**src/rtl/jpeg_byte_feeder_if.sv**
```systemverilog
`default_nettype none
// ============================================================================
// Module   : jpeg_byte_feeder_if
// Brief    : Control, memory-read and parser-side byte bus of jpeg_byte_feeder.
// Revision : 1.0
// ============================================================================
interface jpeg_byte_feeder_if #(
    parameter int ADDR_W = 16
) ();
    logic              i_start;
    logic              i_abort;
    logic [ADDR_W-1:0] i_len;
    logic              o_rd_en;
    logic [ADDR_W-1:0] o_rd_addr;
    logic [7:0]        i_rd_data;
    logic              o_byte_en;
    logic [7:0]        o_byte;
    logic              i_jfif_ready;
    logic              o_busy;
    logic              o_done;
    logic              o_eoi_err;
    logic [ADDR_W-1:0] o_byte_cnt;

    modport master (
        output i_start, i_abort, i_len, i_rd_data, i_jfif_ready,
        input  o_rd_en, o_rd_addr, o_byte_en, o_byte, o_busy, o_done,
               o_eoi_err, o_byte_cnt
    );

    modport slave (
        input  i_start, i_abort, i_len, i_rd_data, i_jfif_ready,
        output o_rd_en, o_rd_addr, o_byte_en, o_byte, o_busy, o_done,
               o_eoi_err, o_byte_cnt
    );
endinterface
`default_nettype wire

```
**src/rtl/jpeg_byte_feeder.sv**
```systemverilog
`default_nettype none
// ============================================================================
// Module   : jpeg_byte_feeder
// Brief    : Streams one JPEG file from byte memory to the JFIF parser through
//            a small FIFO, ending on the FF D9 marker or on length exhaustion.
// Revision : 1.0
// ============================================================================
module jpeg_byte_feeder #(
    parameter int ADDR_W     = 16,
    parameter int FIFO_DEPTH = 4
) (
    input  wire               i_sysclk,
    input  wire               i_arst,
    jpeg_byte_feeder_if.slave bus
);
    localparam int c_ptr_w = $clog2(FIFO_DEPTH);
    localparam int c_cnt_w = c_ptr_w + 1;
    localparam logic [c_cnt_w-1:0] c_depth = c_cnt_w'(FIFO_DEPTH);

    typedef enum logic [1:0] {
        IDLE = 2'd0,
        RUN  = 2'd1,
        DONE = 2'd2
    } state_t;

    state_t             r_state;
    state_t             w_state_next;
    logic [ADDR_W-1:0]  r_rd_addr;
    logic [ADDR_W-1:0]  r_len;
    logic [ADDR_W-1:0]  r_byte_cnt;
    logic               r_inflight;
    logic               r_prev_ff;
    logic               r_eoi_err;
    logic [7:0]         r_mem [FIFO_DEPTH];
    logic [c_ptr_w-1:0] r_wr_ptr;
    logic [c_ptr_w-1:0] r_rd_ptr;
    logic [c_cnt_w-1:0] r_count;

    logic               w_run;
    logic               w_abort;
    logic               w_start_ok;
    logic               w_fifo_empty;
    logic [7:0]         w_head;
    logic               w_byte_en;
    logic               w_xfer;
    logic               w_eoi;
    logic               w_exhaust;
    logic               w_push;
    logic               w_flush;
    logic [c_cnt_w-1:0] w_occ;
    logic               w_rd_en;

    assign w_run        = (r_state == RUN);
    assign w_abort      = bus.i_abort & (r_state != IDLE);
    assign w_start_ok   = (r_state == IDLE) & bus.i_start;
    assign w_fifo_empty = (r_count == '0);
    assign w_head       = r_mem[r_rd_ptr];
    assign w_byte_en    = w_run & ~w_fifo_empty;
    assign w_xfer       = w_byte_en & bus.i_jfif_ready;
    assign w_eoi        = w_xfer & r_prev_ff & (w_head == 8'hD9);
    assign w_exhaust    = w_run & (r_rd_addr == r_len) & w_fifo_empty & ~r_inflight;
    // Returns that land outside RUN belong to a finished or aborted file.
    assign w_push       = r_inflight & w_run;
    assign w_flush      = w_abort | w_eoi | w_start_ok;

    // Occupancy the FIFO will have once everything already requested lands.
    assign w_occ   = r_count + c_cnt_w'(r_inflight) - c_cnt_w'(w_xfer);
    assign w_rd_en = w_run & ~bus.i_abort & ~w_eoi
                   & (r_rd_addr < r_len) & (w_occ < c_depth);

    always_ff @(posedge i_sysclk or posedge i_arst) begin
        if (i_arst) begin
            r_state <= IDLE;
        end else begin
            r_state <= w_state_next;
        end
    end

    always_comb begin
        w_state_next = r_state;
        case (r_state)
            IDLE: begin
                if (bus.i_start) begin
                    w_state_next = (bus.i_len != '0) ? RUN : DONE;
                end
            end
            RUN: begin
                if (w_abort) begin
                    w_state_next = IDLE;
                end else if (w_eoi || w_exhaust) begin
                    w_state_next = DONE;
                end
            end
            DONE:    w_state_next = IDLE;
            default: w_state_next = IDLE;
        endcase
    end

    always_ff @(posedge i_sysclk or posedge i_arst) begin
        if (i_arst) begin
            r_rd_addr  <= '0;
            r_len      <= '0;
            r_byte_cnt <= '0;
            r_inflight <= 1'b0;
            r_prev_ff  <= 1'b0;
            r_eoi_err  <= 1'b0;
        end else if (w_start_ok) begin
            r_rd_addr  <= '0;
            r_len      <= bus.i_len;
            r_byte_cnt <= '0;
            r_inflight <= 1'b0;
            r_prev_ff  <= 1'b0;
            r_eoi_err  <= (bus.i_len == '0);
        end else begin
            r_inflight <= w_rd_en;
            if (w_rd_en) begin
                r_rd_addr <= r_rd_addr + ADDR_W'(1);
            end
            if (w_xfer) begin
                r_prev_ff <= (w_head == 8'hFF);
                if (r_byte_cnt != '1) begin
                    r_byte_cnt <= r_byte_cnt + ADDR_W'(1);
                end
            end
            if (w_exhaust && !w_abort) begin
                r_eoi_err <= 1'b1;
            end
        end
    end

    always_ff @(posedge i_sysclk or posedge i_arst) begin
        if (i_arst) begin
            r_wr_ptr <= '0;
            r_rd_ptr <= '0;
            r_count  <= '0;
        end else if (w_flush) begin
            r_wr_ptr <= '0;
            r_rd_ptr <= '0;
            r_count  <= '0;
        end else begin
            if (w_push) begin
                r_wr_ptr <= r_wr_ptr + c_ptr_w'(1);
            end
            if (w_xfer) begin
                r_rd_ptr <= r_rd_ptr + c_ptr_w'(1);
            end
            r_count <= r_count + c_cnt_w'(w_push) - c_cnt_w'(w_xfer);
        end
    end

    always_ff @(posedge i_sysclk) begin
        if (w_push) begin
            r_mem[r_wr_ptr] <= bus.i_rd_data;
        end
    end

    assign bus.o_rd_en    = w_rd_en;
    assign bus.o_rd_addr  = r_rd_addr;
    assign bus.o_byte_en  = w_byte_en;
    assign bus.o_byte     = w_fifo_empty ? 8'h00 : w_head;
    assign bus.o_busy     = (r_state != IDLE);
    assign bus.o_done     = (r_state == DONE) & ~bus.i_abort;
    assign bus.o_eoi_err  = r_eoi_err;
    assign bus.o_byte_cnt = r_byte_cnt;

endmodule
`default_nettype wire

```
**src/flat_wrapper.sv**
```systemverilog
// flat-port wrapper written by rule: the top's interface ports become plain ports
module jpeg_byte_feeder_flat 
#(
    parameter int ADDR_W     = 16,
    parameter int FIFO_DEPTH = 4
)
  (i_sysclk, i_arst, bus_i_start, bus_i_abort, bus_i_len, bus_i_rd_data, bus_i_jfif_ready, bus_o_rd_en, bus_o_rd_addr, bus_o_byte_en, bus_o_byte, bus_o_busy, bus_o_done, bus_o_eoi_err, bus_o_byte_cnt);
  jpeg_byte_feeder_if #(.ADDR_W(ADDR_W)) bus_i ();
  input  wire i_sysclk;
  input  wire i_arst;
  input wire logic [$bits(bus_i.i_start)-1:0] bus_i_start;
  input wire logic [$bits(bus_i.i_abort)-1:0] bus_i_abort;
  input wire logic [$bits(bus_i.i_len)-1:0] bus_i_len;
  input wire logic [$bits(bus_i.i_rd_data)-1:0] bus_i_rd_data;
  input wire logic [$bits(bus_i.i_jfif_ready)-1:0] bus_i_jfif_ready;
  output wire logic [$bits(bus_i.o_rd_en)-1:0] bus_o_rd_en;
  output wire logic [$bits(bus_i.o_rd_addr)-1:0] bus_o_rd_addr;
  output wire logic [$bits(bus_i.o_byte_en)-1:0] bus_o_byte_en;
  output wire logic [$bits(bus_i.o_byte)-1:0] bus_o_byte;
  output wire logic [$bits(bus_i.o_busy)-1:0] bus_o_busy;
  output wire logic [$bits(bus_i.o_done)-1:0] bus_o_done;
  output wire logic [$bits(bus_i.o_eoi_err)-1:0] bus_o_eoi_err;
  output wire logic [$bits(bus_i.o_byte_cnt)-1:0] bus_o_byte_cnt;
  assign bus_i.i_start = bus_i_start;
  assign bus_i.i_abort = bus_i_abort;
  assign bus_i.i_len = bus_i_len;
  assign bus_i.i_rd_data = bus_i_rd_data;
  assign bus_i.i_jfif_ready = bus_i_jfif_ready;
  assign bus_o_rd_en = bus_i.o_rd_en;
  assign bus_o_rd_addr = bus_i.o_rd_addr;
  assign bus_o_byte_en = bus_i.o_byte_en;
  assign bus_o_byte = bus_i.o_byte;
  assign bus_o_busy = bus_i.o_busy;
  assign bus_o_done = bus_i.o_done;
  assign bus_o_eoi_err = bus_i.o_eoi_err;
  assign bus_o_byte_cnt = bus_i.o_byte_cnt;
  jpeg_byte_feeder #(.ADDR_W(ADDR_W), .FIFO_DEPTH(FIFO_DEPTH)) u_core (.i_sysclk(i_sysclk), .i_arst(i_arst), .bus(bus_i));
endmodule
```
**config.mk**
```make
export PLATFORM = sky130hd
export DESIGN_NAME = jpeg_byte_feeder_flat
export DESIGN_NICKNAME = d
export VERILOG_FILES = /design/src/rtl/jpeg_byte_feeder_if.sv /design/src/rtl/jpeg_byte_feeder.sv /design/src/flat_wrapper.sv
export SDC_FILE = /design/constraint.sdc
export NUM_CORES = 1
export LEC_CHECK = 0
export ABC_AREA = 1
export CORE_UTILIZATION = 40
export DETAILED_ROUTE_END_ITERATION = 6
export PLACE_DENSITY_LB_ADDON = 0.3
export SLEW_MARGIN = 10
export SYNTH_ARGS = -nofsm -noshare
export SYNTH_HDL_FRONTEND = slang
export SYNTH_SLANG_ARGS = --single-unit
```
**constraint.sdc**
```tcl
create_clock -name i_sysclk -period 7 [get_ports i_sysclk]
set_input_delay 1.4 -clock i_sysclk [delete_from_list [all_inputs] [get_ports i_sysclk]]
set_output_delay 1.4 -clock i_sysclk [all_outputs]
set_load 0.03 [all_outputs]
```
# == Yosys cells after proc, flatten, opt, wreduce, memory -nomap -nowiden ==
# Memories as Yosys holds them, arrays and structs flattened.
# Cells that the tools add are included.
# word_totals
register_bits,60
ram_bits,32
in_bits,29
wordCells,89
mem_count,1
# memory_table
memory,depth,word_bits,read_ports,rd_ports_with_merged_regs,write_ports,line,text
u_core.r_mem,4,8,1,0,1,jpeg_byte_feeder.sv:34,logic [7:0] r_mem [FIFO_DEPTH];
# op_classes
addsub,8
n_lt_le_gt_ge,2
n_eq_ne,8
n_mux,23
bitwise_logic,21
n_reduce_logical,16
# ops
operator,count
2-to-1 mux 16 bit,5
"adder 16 x 1 -> 16 bit, second input constant",2
equality test 16 bit,1
"equality test 8 bit, second input constant",2
zero test 16 bit,1
< comparator 16 bit,1
2-to-1 mux 2 bit,8
"inequality test 16 bit, second input constant",1
nonzero test 16 bit,1
bitwise AND 1 bit,15
nonzero test 2 bit,7
2-to-1 mux 8 bit,1
2-to-1 mux 1 bit,7
adder 3 x 1 -> 3 bit,2
subtractor 3 x 1 -> 3 bit,2
"adder 2 x 1 -> 2 bit, second input constant",2
inverter 1 bit,4
case mux 2 bit (2 select lines),1
AND reduction 2 bit,2
zero test 3 bit,1
"< comparator 3 bit, second input constant",1
2-to-1 mux 3 bit,1
"inequality test 3 bit, second input constant",1
"equality test 2 x 1 -> 1 bit, second input constant",1
other kinds (7),8

# == Depth between registers and ports, before layout ==
# Gate-level depths: netlist of run 1.
# depth
word_depth,12
ltp_mapped,16
mapped_depth_nobuf,15

# == Worst setup path before layout of run 1 ==
# No wires, ideal clock.
# synth_path
kind,input -> output
from,in bus_i_jfif_ready
to,out bus_o_rd_en
arrival_ns,2.849
required_time_ns,5.600
setup_slack_ns,2.751
cell_stages,13
path_buffers,1
path_cell_list,nand3_2 -> inv_1 -> nand2_1 -> ha_1 -> nand2_1 -> inv_1 -> nand3_1 -> nand2_1 -> nand2_1 -> nand2_2 -> nand3_4 -> buf_12 -> inv_1
# synth_via
elab_chain_len,7
word_cells_on_any_way,9
# synth_lines
element,line,text
from (decl),flat_wrapper.sv:15,input wire logic [$bits(bus_i.i_jfif_ready)-1:0] bus_i_jfif_ready;
bitwise AND 1 bit *,jpeg_byte_feeder.sv:59,assign w_xfer = w_byte_en & bus.i_jfif_ready;
"parallel branches: the longest is 5 deep, another holds subtractor 3 x 1 -> 3 bit",-,
bitwise AND 1 bit *,jpeg_byte_feeder.sv:69,& (r_rd_addr < r_len) & (w_occ < c_depth);
to (decl),flat_wrapper.sv:16,output wire logic [$bits(bus_i.o_rd_en)-1:0] bus_o_rd_en;
# Every way passes the cells marked *.

# == Worst setup path after layout of run 1 ==
# Ends and elaborated chain as after synthesis.

==> results.txt, run 1 <==
The most used flip-flop cell after synthesis is dfrtp_1. The fraction of layout cells with a size suffix above 1 is 6.87%. The full die area is 13500 um2.

The number of gates resized after CTS was 0. The worst setup slack for register-to-register paths came out at 4.21 ns. Setup repair after global routing left no endpoint under its margin.

By area the synthesized netlist is led by dfrtp_1 29%, edfxtp_1 18%, nand2_1 11%. The net total in the final layout is 733. The post-detailed-placement cell area is 6060 um2. The aggregate routed wire length is 12300 um.

The number of antenna violations at the first check in global routing came to 0. The mapped netlist covers 5200 um2. Counting every net in the synthesized netlist gives 663. The worst flop-to-flop path startpoint is u_core.r_state[1]. The worst IR drop on VDD came out at 0.000155 V. The most frequent cell after synthesis is nand2_1.

The top-area cell type share of the netlist area came out at 28.9%. The overall power after layout came out at 2.03 mW. The Yosys step of the flow raised 0 warnings.

The largest single stage delay on the critical path is 0.67 ns. The total global routing overflow came out at 0. The number of iterations in the first detailed-routing pass came out at 4.

In this run the critical register-to-register path is captured at u_core.bus.o_byte_cnt[6]. The floorplan step set the die height to 116 um. After the first detailed-routing iteration, the DRC count stood at 291. The number of hold buffers added after CTS is 0. The hold path endpoint is u_core.r_len[0]. The cell taking the most area after synthesis is dfrtp_1.

The peak clock frequency supported by timing is 176 MHz. Power spread over the standard cell area amounts to 321 nW/um2. STA puts the critical path data arrival time at 4.28 ns. At the pin with the least slew margin, the transition time is 0.892 ns. The site row count came out at 41. The number of buffers inserted by port buffering came out at 73. After clock tree synthesis, the clock-pin slew on the worst setup and hold paths is 0.06 ns. The number of distinct standard cells referenced by the synthesized netlist came out at 37. At the end of routability-driven placement, the weighted congestion stood at 0.909. Setup violations remaining at the end of the flow were counted as 0. The area added between synthesis and finish is 21.9%. Entering global routing, the biggest net connects 61 pins. The sink count of the clock tree is 92.

The worst-skew pair later-pin latency came out at 0.34 ns. The fraction of registers with async set or reset after synthesis is 65.2%. The data required time at the worst endpoint is 5.60 ns. The register bit total from synthesis came out at 92. In this run the static leakage power is 2.82 nW.

The root buffer cell chosen for the clock tree is clkbuf_16. The vias per cell is 5.02. In this design, the critical path's most frequently occurring cell is nand2_1. Walking the worst path, the cells encountered are clkdlybuf4s50_1, nand3_2, inv_1, nand2_1, ha_1, nand2_1, inv_1, nand3_1, nand2_1, nand2_1, nand2_2, nand3_4, inv_1, clkdlybuf4s50_1. The path type of the worst min-delay path is reg -> reg. The commonest cells after synthesis are 149 x nand2_1, 78 x inv_1, 60 x dfrtp_1. The post-route setup TNS came out at 0 ns. The number of antenna cells inserted came out at 0. The number of H-tree levels is 3.

The first global-routing pass estimated 20000 um of wire. In the routed design, unresolved DRC markers number 0. The startpoint identified for the worst hold timing path is u_core.r_len[0]. Clock tree synthesis inserted a total of 9 buffers. The count of endpoints failing hold in the final timing report was 0. The count of cells along the worst hold path came out at 2. The number of max-capacitance violations reported is 0. In the final routed layout, each cell accounts on average for 14.4 um.

The sequential area share after synthesis came out at 47.4%. The headroom to the max-slew limit is 40.5%. The horizontal die dimension is 116 um.

The number of enable flip-flop cells after synthesis came out at 32. The starting utilization of the core area came out at 41.0%. In this run the worst path has a maximum fanout of 18. The final HPWL from detailed placement came out at 9010 um. The per-instance average area after synthesis came out at 8.54 um2. The final period utilization is 81.1%.

The number of nets still failing antenna checks after routing came out at 0. The finished layout cell area is 6340 um2. The worst setup path is of the in -> out kind. The total number of vias came out at 4295. The setup fix buffers added after clock tree synthesis came out at 0. The final clock skew is 0.00766 ns.

In this run the deepest clock path goes through 2 buffers. The core region is 12700 um2. The cell with the largest stage delay on the worst path is clkdlybuf4s50_1. The run finished with clean final reports. The type of element launching the critical path is an input pin. The number of top-level design ports came out at 74. Measured in cells, the most critical reg-to-reg path has a length of 11. TritonCTS built the clock tree. The shortest clock period the worst path allows after layout came out at 5.68 ns. The count of pins over their slew limit is 0. The overall fraction of global-route tracks in use is 19.5%.

STA classifies the critical path endpoint as an output pin. The via count of the first global-routing pass came out at 4131. The synthesized instance count came out at 609.
## kinds of logic after synthesis
kind of cell | share of synthesized area [%]
simple gates | 28.1
xor+xnor | 4.21
flops | 47.4
fa+ha+maj | 6.16
buf+inv | 8.11
compound gates | 6.06
## cells in the final DEF (no fill, tap or decap), types with 2 or more instances in the layout
| master | instances |
|---|---|
| xor2_1 | 19 |
| o211ai_1 | 3 |
| clkdlybuf4s50_1 | 73 |
| buf_4 | 3 |
| nand2_2 | 5 |
| dfrtp_1 | 60 |
| nor2_4 | 3 |
| nor3b_1 | 3 |
| inv_8 | 2 |
| nor2_1 | 52 |
| ha_1 | 24 |
| clkbuf_16 | 9 |
| o21ai_0 | 26 |
| nand3_1 | 40 |
| nor2_2 | 2 |
| clkinv_4 | 2 |
| nand4_1 | 26 |
| nand2_1 | 149 |
| nand3_2 | 9 |
| o21a_1 | 2 |
| a21oi_1 | 13 |
| nor4_1 | 4 |
| xnor2_1 | 6 |
| clkinv_2 | 2 |
| o21bai_1 | 2 |
| inv_2 | 4 |
| nand3_4 | 2 |
| inv_1 | 77 |
| edfxtp_1 | 32 |
| o31ai_1 | 6 |
| and2_1 | 3 |
| nor3_1 | 14 |
## per-stage QoR
| step | hold slack [ns] | worst slack [ns] | cells | utilization [%] |
|---|---|---|---|---|
| after floorplan | 0.446 | 2.75 | 609 | - |
| after global placement | 0.479 | 1.44 | 840 | 47.8 |
| after detailed placement | 0.493 | 1.37 | 840 | 47.8 |
| after CTS | 0.524 | 1.33 | 856 | 50.0 |
| after global routing | 0.548 | 1.08 | 856 | 50.0 |
| final | 0.516 | 1.32 | 856 | 50.0 |
## worst max path at each step
stage / from / endpoint / slack, ns / depth (start not counted)
floorplan: bus_i_jfif_ready / bus_o_rd_en / 2.75 / 13
global placement: bus_i_jfif_ready / bus_o_rd_en / 1.44 / 14
detailed placement: bus_i_jfif_ready / bus_o_rd_en / 1.37 / 14
CTS: bus_i_jfif_ready / bus_o_rd_en / 1.33 / 14
global route: bus_i_jfif_ready / bus_o_rd_en / 1.08 / 14
finish: bus_i_jfif_ready / bus_o_rd_en / 1.32 / 14
## registers in the layout (all words and copies together) (netlist names), 2 cells and up
| register | count |
|---|---|
| u_core.bus.o_byte_cnt | 16 |
| u_core.r_mem | 32 |
| u_core.r_count | 3 |
| u_core.bus.o_rd_addr | 16 |
| u_core.r_len | 16 |
| u_core.r_state | 2 |
| u_core.r_wr_ptr | 2 |
| u_core.r_rd_ptr | 2 |
## area by class of cell
class,count,area [um2]
clock buffer,9,225
clock inverter,7,58.8
fill,1170,6330
inverter,82,308
multi-input combinational,418,2320
sequential,92,2460
tap,172,215
timing repair buffer,76,753
## per-layer routing
layer	global-route usage (%)	share of wire, %	up-vias
li1	-	-	2144
met2	31.9	49	106
met1	24.9	44	2021
met5	0	0	-
met4	10.4	2.3	0
met3	3.09	4.9	24
## power by group
part           internal [mW]  switching, mW  total, mW
sequential             0.654         0.0801      0.734
clock                  0.247          0.219      0.466
combinational          0.285          0.546      0.832
total                   1.19          0.846       2.03
## critical path: cells and delay by family
kind                       cells  cell delay [ns]
buffers and inverters          5             1.55
and+or+nand+nor                8             1.06
adders and majority gates      1             0.27
(Power assumes the default switching activity.)
==> inputs of run 2 (changes only) <==
Clock period 7 ns to 4.7 ns, I/O delays scaled along.
==> results.txt, run 2 (synthesized netlist as in run 1, its figures left out) <==
The setup fix buffers added after clock tree synthesis came out at 0. The post-route worst hold slack is 0.503 ns. The routed design has 12000 um of wire. Relative to the synthesized area, the layout overhead comes to 22.7%. The vias per cell is 5.07. The worst hold path belongs to the class reg -> reg. The post-route setup TNS came out at 0 ns.

The register with the most flip-flops is u_core.r_mem. The post-detailed-placement cell area is 6080 um2. The worst setup slack after layout came out at 0.454 ns. The quantity of gates resized following cts came out at 0.

The startpoint identified for the worst hold timing path is u_core.r_len[0]. The core region area came out at 12700 um2. The finished layout cell area is 6380 um2. The critical path in this run is classified as in -> out. The full die area came out at 13500 um2.

Clock tree synthesis selected as its root buffer the cell clkbuf_16. The per-cell routed wire length is 14.0 um. The net total in the final layout is 736. The clock edge transition at the registers on the reported setup and hold paths is 0.07 ns. The number of top-level design ports came out at 74.

The clock arrives with 0.00741 ns of skew. The worst-skew pair later-pin latency is 0.35 ns. The initial utilization of the core area, before any placement, comes to 41.0%.

In the global route stage, met1 resource usage came out at 24.5%. The number of hold buffers added after CTS is 0. Among cell families on the critical path, the largest total delay comes from buffers and inverters.

The sink count of the clock tree came out at 92. Global routing used 31.3% of the available met2 tracks. The worst flop-to-flop path startpoint is u_core.r_state[1]. Setup repair after global routing left no endpoint under its margin.

Cells with a size suffix above 1 make up 7.13% of the layout. The number of max-capacitance violations reported came out at 0. The final HPWL from detailed placement is 9000 um. The detailed-route DRC error count came out at 0.

The busiest metal layer after global routing is met2. The height of the chip came out at 116 um. The flow ran to the end, and the final reports show no timing, DRC or antenna violations. The number of antenna violations at the first check in global routing is 0. The largest single stage delay on the critical path is 0.66 ns. The library cell used most frequently in the layout, excluding fill and tap cells, is nand2_1. The count of pins over their slew limit came out at 0. The deepest clock path buffer count is 2. The final setup violation count came out at 0.

The total global routing overflow is 0. The most frequent cell on the critical path is nand2_1. The data required time at the worst endpoint is 3.76 ns. Entering global routing, the biggest net connects 40 pins.

The shortest clock period the worst path allows after layout is 4.25 ns. In the layout the commonest cells are 149 x nand2_1, 77 x inv_1, 73 x clkdlybuf4s50_1, 60 x dfrtp_1, 52 x nor2_1. The count of endpoints failing hold in the final timing report was 0.

The placer's final routability congestion estimate came out at 0.875. The sum of buffers and inverters on the critical path is 5. For this run, the top clock speed supported by timing is 236 MHz. The instance count after placement with tap cells included came out at 843.

The beginning of the critical path is bus_i_jfif_ready. Prior to clock tree synthesis, the placed netlist has a worst setup slack of 0.454 ns. The met3 usage in global routing came out at 3.24%.

The type of element launching the critical path is an input pin. The via count of the first global-routing pass is 4165. The DRC marker count from the first detailed-route iteration came out at 330. The number of iterations in the first detailed-routing pass is 4. The power per cell area is 483 nW/um2. The signal on the critical path passes through clkdlybuf4s50_1, nand3_2, inv_1, nand2_1, ha_1, nand2_1, inv_1, nand3_1, nand2_1, nand2_1, nand2_2, nand3_4, inv_1, clkdlybuf4s50_1. The flip-flop count of the largest register, all copies and words added is 32. The first-pass GRT wire length came out at 19700 um. The repair_antennas step left the layout with diodes totalling 0. Along the worst path, the maximum fanout reaches 6.

The number of nets still failing antenna checks after routing came out at 0. The data arrival time of the critical path came out at 3.31 ns. The endpoint class of the critical path is an output pin. In the finished design, the share of the clock period the worst path needs comes to 90.3%.

IR analysis of the VDD net gives a maximum drop of 0.000246 V. The total CTS buffers came out at 9. Across every metal layer, demand over resource in global routing totals 19.1%. The number of H-tree levels came out at 3. The final standard cell count with taps included and fillers excluded came out at 859.

TritonCTS built the clock tree. The cell with the largest stage delay on the worst path is clkdlybuf4s50_1. The standby leakage power came out at 2.83 nW. The transition time at the pin with the least slew margin came out at 0.926 ns. The headroom to the max-slew limit came out at 38.3%. The site row count is 41. The routed layout has 4352 vias. The horizontal die dimension is 116 um. The number of buffers inserted by port buffering is 73.
run 2: stage by stage:
stage	total power [mW]	utilization (%)
final	3.08	50.4
after floorplan	1.95	-
after detailed placement	2.36	48.0
after global placement	2.33	48.0
after global routing	3.28	50.4
after CTS	3.10	50.4
run 2: layout make-up:
| type | count | area [um2] |
|---|---|---|
| fillers | 1219 | 6290 |
| flip-flops and latches | 92 | 2460 |
| multi-input cells | 418 | 2320 |
| repair buffers | 79 | 776 |
| inverters | 82 | 308 |
| clock buffers | 10 | 229 |
| well taps | 172 | 215 |
| clock inverters | 6 | 72.6 |
run 2: worst paths after layout:
check                                      endpoint  slack (ns)  cells after the start
setup reg to reg           u_core.bus.o_byte_cnt[6]        2.02                      9
setup / recovery                        bus_o_rd_en        0.45                     14
min in group asynchronous           u_core.r_len[5]        1.08                      2
hold reg to reg                     u_core.r_len[0]        0.50                      2
hold / removal                      u_core.r_len[0]        0.50                      2
max in group asynchronous   u_core.bus.o_rd_addr[8]        2.83                      3
run 2: routing by layer:
layer  share of wire, %  vias to the layer above  wire length [um]
li1                   -                     2147                 -
met1                 45                     2077              5430
met2                 48                      101              5840
met3                3.6                       27               430
met4                2.9                        0               352
met5                  0                        -                 0
run 2: worst register-to-register path, cell delays in order (launching register included):
cell and delay [ns]:
dfrtp_1 0.45, nor2_1 0.09, inv_1 0.18, nor2_2 0.06, inv_1 0.35, nand2_1 0.13
o21ai_2 0.76, inv_1 0.30, nand4_1 0.15, o21ai_0 0.09
run 2: power breakdown:
part	switching (mW)	internal, mW
combinational	0.812	0.440
sequential	0.122	0.974
clock	0.313	0.419
